<file path="config.mk">
export PLATFORM = sky130hd
export DESIGN_NAME = display_control
export DESIGN_NICKNAME = d
export VERILOG_FILES = /design/src/rtl/display_control_pkg.sv /design/src/rtl/display_control_rect_scanner.sv /design/src/rtl/display_control.sv
export SDC_FILE = /design/constraint.sdc
export NUM_CORES = 1
export LEC_CHECK = 0
export ABC_AREA = 1
export CORE_UTILIZATION = 57
export CTS_BUF_LIST = sky130_fd_sc_hd__clkbuf_16
export DETAILED_ROUTE_END_ITERATION = 10
export GPL_TIMING_DRIVEN = 0
export PLACE_DENSITY = 0.79
export REMOVE_ABC_BUFFERS = 1
export SYNTH_ARGS = -nofsm -noshare
export SYNTH_HDL_FRONTEND = slang
export SYNTH_HIERARCHICAL = 1
export SYNTH_SLANG_ARGS = --single-unit
</file>
<file path="constraint.sdc">
create_clock -name clk -period 11 [get_ports clk]
set_input_delay 2.2 -clock clk [delete_from_list [all_inputs] [get_ports clk]]
set_output_delay 2.2 -clock clk [all_outputs]
set_load 0.02 [all_outputs]
</file>
<file path="src/rtl/display_control_pkg.sv">
// Shared game definitions: display FSM states, game status codes and colours.
package display_control_pkg;

    typedef enum logic [2:0] {
        ST_IDLE,
        ST_CLEAR,
        ST_ERASE,
        ST_DRAW,
        ST_END_FILL,
        ST_END_HOLD
    } state_t;

    localparam logic [1:0] GS_IDLE = 2'b00;
    localparam logic [1:0] GS_PLAY = 2'b01;
    localparam logic [1:0] GS_END  = 2'b10;

    localparam logic [2:0] COLOUR_BG    = 3'b000;
    localparam logic [2:0] COLOUR_BLOCK = 3'b110;
    localparam logic [2:0] COLOUR_END   = 3'b100;

    // States that walk a rectangle and emit one pixel per cycle.
    function automatic logic is_pass(input state_t s);
        return (s == ST_CLEAR) || (s == ST_ERASE) || (s == ST_DRAW) || (s == ST_END_FILL);
    endfunction

endpackage

</file>
<file path="src/rtl/display_control_rect_scanner.sv">
// Row-major rectangle walker: column inner, row outer, with a done pulse on the last pixel.
// The next offsets are exposed so the owner can register pixel outputs in step with them.
module rect_scanner (
    input  logic       clk,
    input  logic       reset,
    input  logic       start,
    input  logic       step,
    input  logic [7:0] width,
    input  logic [6:0] height,
    output logic [7:0] next_col,
    output logic [6:0] next_row,
    output logic       done
);
    logic [7:0] col;
    logic [6:0] row;
    logic       last_col;
    logic       last_row;

    // Next offset: start restarts at the origin and overrides a concurrent step.
    always_comb begin
        last_col = (col == width - 8'd1);
        last_row = (row == height - 7'd1);
        done     = step && last_col && last_row;
        next_col = col;
        next_row = row;
        if (start) begin
            next_col = '0;
            next_row = '0;
        end else if (step) begin
            if (last_col) begin
                next_col = '0;
                next_row = last_row ? 7'd0 : row + 7'd1;
            end else begin
                next_col = col + 8'd1;
            end
        end
    end

    // Offset registers.
    always_ff @(posedge clk) begin
        if (reset) begin
            col <= '0;
            row <= '0;
        end else begin
            col <= next_col;
            row <= next_row;
        end
    end

endmodule

</file>
<file path="src/rtl/display_control.sv">
// Display controller: erases/draws the moving block, fills the end screen, clears the screen.
module display_control
    import display_control_pkg::*;
#(
    parameter int BLOCK_W = 16,
    parameter int BLOCK_H = 4,
    parameter int SCR_W   = 160,
    parameter int SCR_H   = 120
) (
    input  logic       clk,
    input  logic       reset,
    input  logic [1:0] game_status,
    input  logic [7:0] x_in,
    input  logic [6:0] y_in,
    input  logic       frame_tick,
    input  logic       commit,
    output logic       plot,
    output logic [7:0] vga_x,
    output logic [6:0] vga_y,
    output logic [2:0] colour,
    output logic       busy
);
    localparam logic [7:0] BLK_W8 = 8'(BLOCK_W);
    localparam logic [6:0] BLK_H7 = 7'(BLOCK_H);
    localparam logic [7:0] SCR_W8 = 8'(SCR_W);
    localparam logic [6:0] SCR_H7 = 7'(SCR_H);
    localparam logic [8:0] SCR_W9 = 9'(SCR_W);
    localparam logic [7:0] SCR_H8 = 8'(SCR_H);

    state_t     state, next_state;
    logic [7:0] cur_x, prev_x, cur_x_next, base_x;
    logic [6:0] cur_y, prev_y, cur_y_next, base_y;
    logic       skip_erase, clear_pending;
    logic       scan_start, scan_step, scan_done, accept_play;
    logic [7:0] scan_w, next_col;
    logic [6:0] scan_h, next_row;
    logic [8:0] px;
    logic [7:0] py;
    logic [2:0] colour_next;
    logic       pass_next, plot_next;

    rect_scanner u_scanner (
        .clk      (clk),
        .reset    (reset),
        .start    (scan_start),
        .step     (scan_step),
        .width    (scan_w),
        .height   (scan_h),
        .next_col (next_col),
        .next_row (next_row),
        .done     (scan_done)
    );

    assign busy = (state != ST_IDLE);

    // Next state and scanner control; a status change during a pass waits until IDLE.
    always_comb begin
        next_state  = state;
        scan_start  = 1'b0;
        scan_step   = 1'b0;
        accept_play = 1'b0;
        scan_w      = SCR_W8;
        scan_h      = SCR_H7;
        if (state == ST_ERASE || state == ST_DRAW) begin
            scan_w = BLK_W8;
            scan_h = BLK_H7;
        end
        case (state)
            ST_IDLE: begin
                if (frame_tick) begin
                    if (game_status == GS_PLAY) begin
                        accept_play = 1'b1;
                        scan_start  = 1'b1;
                        next_state  = (skip_erase || commit) ? ST_DRAW : ST_ERASE;
                    end else if (game_status == GS_END) begin
                        scan_start = 1'b1;
                        next_state = ST_END_FILL;
                    end else if (clear_pending) begin
                        scan_start = 1'b1;
                        next_state = ST_CLEAR;
                    end
                end
            end
            ST_ERASE: begin
                scan_step = 1'b1;
                if (scan_done) begin
                    scan_start = 1'b1;
                    next_state = ST_DRAW;
                end
            end
            ST_DRAW: begin
                scan_step = 1'b1;
                if (scan_done) next_state = ST_IDLE;
            end
            ST_END_FILL: begin
                scan_step = 1'b1;
                if (scan_done) next_state = ST_END_HOLD;
            end
            ST_CLEAR: begin
                scan_step = 1'b1;
                if (scan_done) next_state = ST_IDLE;
            end
            ST_END_HOLD: begin
                if (game_status != GS_END) next_state = ST_IDLE;
            end
            default: next_state = ST_IDLE;
        endcase
    end

    // Pixel for the coming cycle, built from next state and next offsets so outputs stay aligned.
    always_comb begin
        cur_x_next  = accept_play ? x_in : cur_x;
        cur_y_next  = accept_play ? y_in : cur_y;
        base_x      = '0;
        base_y      = '0;
        colour_next = COLOUR_BG;
        case (next_state)
            ST_ERASE: begin
                base_x = prev_x;
                base_y = prev_y;
            end
            ST_DRAW: begin
                base_x      = cur_x_next;
                base_y      = cur_y_next;
                colour_next = COLOUR_BLOCK;
            end
            ST_END_FILL: colour_next = COLOUR_END;
            default: colour_next = COLOUR_BG;
        endcase
        // Widened sums so blocks near the right/bottom edge clip instead of wrapping.
        px        = {1'b0, base_x} + {1'b0, next_col};
        py        = {1'b0, base_y} + {1'b0, next_row};
        pass_next = is_pass(next_state);
        plot_next = pass_next && (px < SCR_W9) && (py < SCR_H8);
    end

    // State, block positions, sticky flags and registered VGA outputs.
    always_ff @(posedge clk) begin
        if (reset) begin
            state         <= ST_IDLE;
            cur_x         <= '0;
            cur_y         <= '0;
            prev_x        <= '0;
            prev_y        <= '0;
            skip_erase    <= 1'b1;
            clear_pending <= 1'b1;
            plot          <= 1'b0;
            vga_x         <= '0;
            vga_y         <= '0;
            colour        <= COLOUR_BG;
        end else begin
            state <= next_state;
            cur_x <= cur_x_next;
            cur_y <= cur_y_next;
            if (state == ST_DRAW && scan_done) begin
                prev_x <= cur_x;
                prev_y <= cur_y;
            end
            // The flag is consumed when a play frame starts; commits during the frame arm the next one.
            if (state == ST_END_HOLD && next_state == ST_IDLE) begin
                skip_erase    <= 1'b1;
                clear_pending <= 1'b1;
            end else begin
                if (accept_play) skip_erase <= 1'b0;
                else if (commit) skip_erase <= 1'b1;
                if (state == ST_CLEAR && scan_done) clear_pending <= 1'b0;
            end
            plot <= plot_next;
            if (pass_next) begin
                vga_x  <= px[7:0];
                vga_y  <= py[6:0];
                colour <= colour_next;
            end
        end
    end

endmodule

</file>
==> impl_metrics.json <==
{
  "cts_setup_buffers": 0,
  "cts_tree": "yes",
  "critPathMaxFanout": 18,
  "drt-initial-drc-count": 327,
  "hpwl_mm": 7.63,
  "wl_mm": 10.6,
  "slew_headroom_pct": 33.4,
  "die_h_um": 90.9,
  "grt_pass1_wl_mm": 18.2,
  "core_area_um2": 7690,
  "area_delta_synth_final_pct": 17.3,
  "seqPwrFrac_pct": 38.5,
  "drt-pass1-iter-count": 5,
  "p_sw_uw": 210,
  "drcViolationCount": 0,
  "root_buffer": "clkbuf_16",
  "fin_crit_sh_pct": 49.2,
  "cp.arrival_ns": 5.68,
  "clk_latency_ns": 0.33,
  "start_util_pct": 58.6,
  "wl_per_cell_um": 12.6,
  "cts.sinks": 68,
  "fin_worst_skew_ns": 0.00860,
  "p_leak_nw": 2.55,
  "drive_gt1_share_pct": 8.09,
  "critical_path.slowest_cell": "clkdlybuf4s50_1",
  "ys_seq_area_share_pct": 30.2,
  "die_w_um": 90.9,
  "min_path_type": "flip-flop to flip-flop",
  "maxSlewViolCount": 0,
  "p_int_uw": 494,
  "rsz0062_at_grt": "false",
  "tns_ns": 0,
  "grt_antenna_before_repair": 0,
  "power_density_nw_per_um2": 133,
  "yosys_warnings": 6,
  "crit-reg2reg-launch": "state[1]$_SDFF_PP0_",
  "cap_violations": 0,
  "cp-startpoint": "frame_tick",
  "grt_remaining_overflow": 0,
  "grt_max_degree": 36,
  "fp-row-count": 32,
  "io_pins": 41,
  "ys_seq_elements": 68,
  "cp_slowest_stage_delay_ns": 0.46,
  "cts_hold_buf": 0,
  "worst_path_dominant_cell_family": "simple AND/OR/NAND/NOR gates",
  "io_buffers": 39,
  "peakVddDrop_v": 0.000114,
  "setup_viol": 0,
  "status": "finished, final reports clean",
  "clock_path_buffers": 2,
  "crit_top_cell": "nand2_1",
  "antenna_cells": 0,
  "finalCriticalPeriod_ns": 5.42,
  "crit_path_start_kind": "input port",
  "finalPower_uw": 704,
  "avgViaCountPerCell": 5.14,
  "pwr-share-comb_pct": 22.3,
  "grt_pass1_vias": 4027,
  "path_cells": "clkdlybuf4s50_1 -> inv_1 -> nor2_2 -> inv_2 -> nor2_8 -> nor2_4 -> inv_2 -> nand2_2 -> o21ai_0 -> ha_1 -> inv_1 -> fa_1 -> inv_1 -> nand2_1 -> nand3_1 -> nand2_1 -> nand2_1 -> nand2_1 -> nand2_1 -> nand4_1 -> nor2_1",
  "die_area_um2": 8260,
  "synthDistinctLibCells": 39,
  "hold_viol": 0,
  "synth_area_per_cell_um2": 6.58,
  "grt_use_total_pct": 27.3,
  "gp_congestion": 0.873,
  "cts_resized": 0,
  "nFillCells": 679,
  "required_ns": 11.27,
  "num_vias": 4336,
  "hold_path.startpoint": "prev_y[1]$_SDFFE_PP0P_",
  "tightestPinTransition_ns": 0.998,
  "num-nets-final": 779,
  "syn-instance-count": 684,
  "swShare_pct": 29.8,
  "worstSetupPathType": "input port to flip-flop",
  "clock.fmax_mhz": 185,
  "ant_nets": 0,
  "synth_area_um2": 4500,
  "end_kind": "flip-flop",
  "p_clk_share_pct": 39.1,
  "critPathBufInv": 6,
  "cts.htree.levels": 3,
  "path_clk_slew_ns": 0.05,
  "cts_made_buffers": 9
}
-- logic make-up after synthesis --
| group | count (synthesis) | synth area share, % |
|---|---|---|
| mux | 13 | 2.89 |
| xor+xnor | 18 | 3.50 |
| other cells | 1 | 0.0833 |
| simple gates | 395 | 40.3 |
| buf+inv | 114 | 10.3 |
| compound gates | 54 | 6.47 |
| flops | 68 | 30.2 |
| fa+ha+maj | 21 | 6.17 |
-- cell usage after synthesis (all sizes together) --
cell type  count  area, µm²
a21oi         11       62.6
a31oi          1       6.26
and2           1       8.76
buf            9       68.8
clkbuf         9       33.8
conb           1       3.75
dfxtp         68       1360
fa             2       40.0
ha            19        238
inv           96        363
mux2i         13        130
nand2        163        634
nand3         55        305
nand3b        12       90.1
nand4         12       75.1
nor2         132        564
nor3          14        100
nor4           2       12.5
o21a           1       7.51
o21ai         37        189
o22ai          3       18.8
o31ai          1       7.51
or2            4       25.0
xnor2          5       43.8
xor2          13        114
-- routing by layer --
layer | global-route usage, % | wire length, µm | vias up | share of wire (%)
li1 | - | - | 2249 | -
met1 | 36.0 | 5150 | 1965 | 48
met2 | 45.1 | 4800 | 101 | 45
met3 | 3.62 | 457 | 21 | 4.3
met4 | 10.6 | 231 | 0 | 2.2
met5 | 0 | 0 | - | 0
-- through the flow --
| stage | cells | hold slack, ns | util [%] | instance area (µm²) | setup slack [ns] |
|---|---|---|---|---|---|
| after CTS | 844 | 0.458 | 68.6 | 5280 | 5.60 |
| after detailed placement | 828 | 0.450 | 64.9 | 4990 | 5.30 |
| after floorplan | 687 | 0.432 | - | 4480 | 6.46 |
| after global placement | 828 | 0.442 | 65.0 | 5000 | 5.31 |
| after global routing | 844 | 0.488 | 68.7 | 5280 | 5.27 |
| final | 844 | 0.460 | 68.7 | 5280 | 5.58 |
-- layout make-up --
type                            count  area (µm²)  share of cell area, %
Clock inverter                      7        58.8                   1.11
Multi-Input combinational cell    523        2760                   52.3
Timing Repair Buffer               39         385                   7.30
Tap cell                          102         128                   2.42
Inverter                           96         363                   6.87
Sequential cell                    68        1360                   25.8
Clock buffer                        9         225                   4.26
-- state kept, by name, summed over array words and instances (netlist names), 2 cells and up --
register / cells
prev_y: 7
cur_y: 7
vga_y: 7
vga_x: 8
prev_x: 8
u_scanner/row: 7
cur_x: 8
colour: 2
u_scanner/col: 8
state: 3
-- worst paths after layout --
kind                                  to  slack (ns)  depth (start not counted)
setup / recovery         plot$_SDFF_PP0_        5.58                         21
hold reg to reg   prev_y[1]$_SDFFE_PP0P_        0.46                          2
hold / removal    prev_y[1]$_SDFFE_PP0P_        0.46                          2
setup reg to reg         plot$_SDFF_PP0_        5.81                         27
-- worst reg2reg max path, stage by stage (launching register included) --
cell	delay, ns
dfxtp_1	0.37
inv_1	0.12
nor2_1	0.48
inv_1	0.37
inv_1	0.22
nand4_1	0.17
nor2_1	0.15
xor2_1	0.15
nand3_1	0.19
nor2_2	0.27
nor2_1	0.11
nor2_1	0.12
nand2_1	0.09
nor2_4	0.37
inv_1	0.16
nand2_2	0.31
o21ai_0	0.19
ha_1	0.24
inv_1	0.08
fa_1	0.21
inv_1	0.07
nand2_1	0.09
nand3_1	0.07
nand2_1	0.08
nand2_1	0.05
a21oi_1	0.19
nand4_1	0.12
nor2_1	0.10
-- cells in the final DEF (no fill, tap or decap), drive strengths merged, types with 12 or more instances in the layout --
master         instances
clkdlybuf4s50         38
conb                  22
dfxtp                 68
ha                    19
inv                   97
mux2i                 13
nand2                163
nand3                 55
nand3b                12
nand4                 12
nor2                 132
nor3                  14
o21ai                 37
xor2                  13
-- power by group through the flow --
stage / clock network, mW / logic [mW] / registers, mW
3_5_place_dp: 0 / 0.154 / 0.276
4_1_cts: 0.277 / 0.156 / 0.271
6_report: 0.275 / 0.157 / 0.271
3_3_place_gp: 0 / 0.152 / 0.275
2_1_floorplan: 0 / 0.0871 / 0.289
5_1_grt: 0.289 / 0.175 / 0.273
Note: power is estimated with default switching activity, not from simulation.
